===== src/rtl/pipe_skid_reg.sv =====
// pipe_skid_reg: two-entry valid/ready skid buffer with state-only in_ready; optional stall counter under PIPE_SKID_STALL_CNT_EN
module pipe_skid_reg #(
    parameter int N = 32
) (
    input  logic         clk,
    input  logic         reset,
    input  logic         flush,
    input  logic         in_valid,
    output logic         in_ready,
    input  logic [N-1:0] in_data,
    output logic         out_valid,
    input  logic         out_ready,
    output logic [N-1:0] out_data
`ifdef PIPE_SKID_STALL_CNT_EN
    ,
    output logic [15:0]  stall_cnt
`endif
);
    typedef enum logic [1:0] {EMPTY, FULL, SKID} state_t;
    state_t state;
    logic [N-1:0] main_q, skid_q;
    logic in_fire, out_fire;
    assign in_ready  = (state != SKID) & ~reset;
    assign out_valid = (state != EMPTY);
    assign out_data  = main_q;
    assign in_fire   = in_valid & in_ready;
    assign out_fire  = out_valid & out_ready;
    // state and data registers; data loads only on the transitions that need it
    always_ff @(posedge clk) begin
        if (reset) begin
            state  <= EMPTY;
            main_q <= '0;
            skid_q <= '0;
        end else if (flush) begin
            state <= EMPTY;
        end else begin
            case (state)
                EMPTY: if (in_fire) begin
                    state  <= FULL;
                    main_q <= in_data;
                end
                FULL: if (in_fire && out_fire) begin
                    main_q <= in_data;
                end else if (in_fire) begin
                    state  <= SKID;
                    skid_q <= in_data;
                end else if (out_fire) begin
                    state <= EMPTY;
                end
                SKID: if (out_fire) begin
                    state  <= FULL;
                    main_q <= skid_q;
                end
                default: state <= EMPTY;
            endcase
        end
    end
`ifdef PIPE_SKID_STALL_CNT_EN
    // saturating count of downstream stall cycles, survives flush
    always_ff @(posedge clk) begin
        if (reset) stall_cnt <= '0;
        else if (out_valid && !out_ready && stall_cnt != 16'hFFFF) stall_cnt <= stall_cnt + 16'd1;
    end
`endif
endmodule


===== config.mk =====
export PLATFORM = sky130hd
export DESIGN_NAME = pipe_skid_reg
export DESIGN_NICKNAME = d
export VERILOG_FILES = /design/src/rtl/pipe_skid_reg.sv
export SDC_FILE = /design/constraint.sdc
export NUM_CORES = 1
export LEC_CHECK = 0
export ABC_AREA = 1
export BUFFER_PORTS_ARGS = -buffer_cell sky130_fd_sc_hd__buf_2
export CORE_MARGIN = 2
export CORE_UTILIZATION = 57
export DETAILED_ROUTE_END_ITERATION = 8
export HOLD_SLACK_MARGIN = 0.03
export PLACE_DENSITY = 0.84
export SYNTH_ARGS = -nofsm -noshare
export SYNTH_HDL_FRONTEND = slang
export SYNTH_SLANG_ARGS = --single-unit

===== constraint.sdc =====
create_clock -name clk -period 2.3 [get_ports clk]
set_input_delay 0.115 -clock clk [delete_from_list [all_inputs] [get_ports clk]]
set_output_delay 0.115 -clock clk [all_outputs]
set_load 0.03 [all_outputs]

==> run_results.csv <==
group,metric,value,unit
global_routing,grt_pass1_vias,2594,
detailed_routing,totalWireLength,6.417,mm
synthesis,syn-cell-area,3028,um^2
detailed_routing,drt_first_pass_iters,4,
power_and_ir_drop,p_sw,663.5,uW
clock_tree,cts_buffers,9,
die,fp.dieW,76.89,um
synthesis,postSynthCellCount,454,
timing,worst_pin_slew,0.4576,ns
timing,layout_min_cycle_time,1.795,ns
synthesis,synthFlopType,"dfxtp_1",
clock_tree,tritoncts,"done",
detailed_routing,ant_nets,0,
timing,tns,0,ns
detailed_routing,viasPerCell,4.966,
synthesis,synthTopCellsByCount,"77 x nand2_1, 66 x dfxtp_1, 64 x inv_1, 62 x a21oi_1, 55 x o21ai_0",
power_and_ir_drop,p_leak,1.751,nW
synthesis,ys.warnings.count,0,
detailed_routing,m1WireLength,3.006,mm
synthesis,yosysSeqAreaShare,43.64,%
timing,slew-limit-headroom,69.49,%
timing,fin_crit_sh,78.06,%
timing,hold_viol_final,0,
clock_tree,numClockSinks,66,
clock_tree,postCtsHoldBufs,0,
synthesis,avgSynthCellArea,6.669,um^2
final_layout,syn2layout_area_growth,18.10,%
clock_tree,post_cts_buffers,0,
placed_design,dp_hpwl,4.191,mm
global_routing,grt_pass1_wl,10.94,mm
detailed_routing,dr_wl_met2,2.907,mm
power_and_ir_drop,power.internal,1.706,mW
setup_path,crit_start,"state[1]$_SDFFE_PP0P_",
synthesis,synth_top_area_share,43.64,%
die,num_rows,26,
setup_path,arrival,2.02,ns
power_and_ir_drop,comb_power_share,14.7,%
power_and_ir_drop,ir_drop,392.7,uV
global_routing,antenna_found_initial,0,
power_and_ir_drop,p_total,2.370,mW
die,dieArea,5911,um^2
min_path,min_path_type,"in2reg",
synthesis,synth-edff-count,0,
clock_tree,cts_buffer_depth,2,
detailed_routing,wl_per_cell,11.01,um
power_and_ir_drop,p_seq_share,50.9,%
placed_design,gp_congestion,0.8542,
detailed_routing,dr_wl_met3,344,um
setup_path,critPathLaunchType,"flop",
die,die_h,76.89,um
setup_path,worstPathMaxFanout,27,
setup_path,worstSetupPathType,"reg2reg",
detailed_routing,vias,2895,
die,core_area,5107,um^2
detailed_routing,drcViolationCount,0,
min_path,worstHoldStart,"in_data[30]",
timing,fin_skew,0.003806,ns
power_and_ir_drop,p_clk_share,34.4,%
synthesis,ys_seq_elements,66,
clock_tree,htree_levels,3,
timing,clock.fmax,557.0,MHz
status,run_status,"completed",
clock_tree,clock-root-buffer,"clkbuf_8",
clock_tree,clkTransAtPathRegs,0.06,ns
synthesis,async_reset_ff_share,0,%
synthesis,synth_largest_area_cell,"dfxtp_1",
timing,rsz0062_at_grt,"false",
power_and_ir_drop,swShare,28.00,%
setup_path,crit_required,2.53,ns
detailed_routing,top_layer,"met4",
timing,finalSetupViolations,0,
final_layout,diodes,0,
detailed_routing,drt_iter0_markers,194,
timing,maxSlewViolCount,0,
clock_tree,clock_latency,0.34,ns
final_layout,drive_gt1_share,19.30,%
setup_path,end_kind,"flop",
synthesis,yosys.cell_count.top_type,"nand2_1",
clock_tree,cts.repair.resized,0,
synthesis,synth.distinct_cells,17,
final_layout,nets,547,
setup_path,reg2reg_from,"state[1]$_SDFFE_PP0P_",
die,num_io_pins,71,
global_routing,grt-ovfl-total,0,
run,drv_cap,0,
die,start_util,59.28,%
global_routing,grt.total_usage,22.95,%
synthesis,yosys-top-cells-area,"dfxtp_1 44%, a21oi_1 10%, nand2_1 9.5%",
placed_design,numPortBuffers,70,
synthesis,synth.net_count,491,
power_and_ir_drop,pwr_density_cell,662.7,nW/um^2
global_routing,grt_max_degree,65,
==> worst paths after layout <==
kind / endpoint / slack (ns) / cells after the start
min reg2reg: skid_q[11]$_SDFFE_PP0P_ / 0.45 / 2
min: skid_q[30]$_SDFFE_PP0P_ / 0.05 / 3
max: skid_q[23]$_SDFFE_PP0P_ / 0.50 / 7
max reg2reg: skid_q[23]$_SDFFE_PP0P_ / 0.50 / 7
==> worst max-delay path, stage by stage, from the launching register on <==
cell and delay, ns:
dfxtp_1 0.43, nor2_1 0.30, nor2_1 0.08, nor2_1 0.12, nand2_2 0.25, buf_12 0.25
o21ai_0 0.18, a21oi_1 0.06
==> flip-flops by register name (all words and copies together) (netlist names) <==
name and flops:
state 2, skid_q 32, out_data 32
==> power by group through the flow <==
| stage | Clock [mW] | Sequential (mW) | Combinational (mW) |
|---|---|---|---|
| after global placement | 0 | 1.23 | 0.344 |
| after global routing | 0.873 | 1.21 | 0.389 |
| final | 0.815 | 1.21 | 0.349 |
| after detailed placement | 0 | 1.23 | 0.349 |
| after CTS | 0.834 | 1.21 | 0.350 |
| after floorplan | 0 | 1.31 | 0.166 |
==> through the flow <==
step	cell area (um^2)	setup WS [ns]	std cells	utilization [%]	hold slack, ns
floorplan	3028	0.9261	454	-	0.2666
global placement	3418	0.5971	569	66.93	0.3918
detailed placement	3418	0.5012	569	66.93	0.4013
CTS	3576	0.4968	583	70.01	0.04420
global route	3576	0.3473	583	70.01	0.05743
finish	3576	0.5046	583	70.01	0.05475
==> routing by layer <==
| layer | vias to the layer above | track usage, % |
|---|---|---|
| met5 | - | 0 |
| met4 | 0 | 13.82 |
| met3 | 14 | 4.471 |
| met2 | 82 | 38.33 |
| met1 | 1247 | 27.23 |
| li1 | 1552 | - |
==> final cells by class <==
type	instances	area (um^2)
clock inverter	4	20.02
fill	462	1531
multi-input combinational	290	1321
inverter	66	247.7
tap	70	87.58
timing repair buffer	77	440.4
sequential	66	1321
clock buffer	10	137.6
==> cell families (layout without fill, tap and decap cells) <==
group	Yosys count	in the layout	share of synthesized area, %
compound gates	122	122	20.62
flops	66	66	43.64
buf+inv	98	157	12.89
simple gates	168	168	22.85
==> cells in the final DEF (no fill, tap or decap), types with 4 or more instances in the layout <==
cell type,instances
nand3_1,38
clkbuf_8,10
clkinv_2,4
nor2_1,49
dfxtp_1,66
a21oi_1,62
buf_4,4
nand2_1,75
o21ai_0,55
inv_1,63
buf_2,70
(Power assumes the default switching activity.)
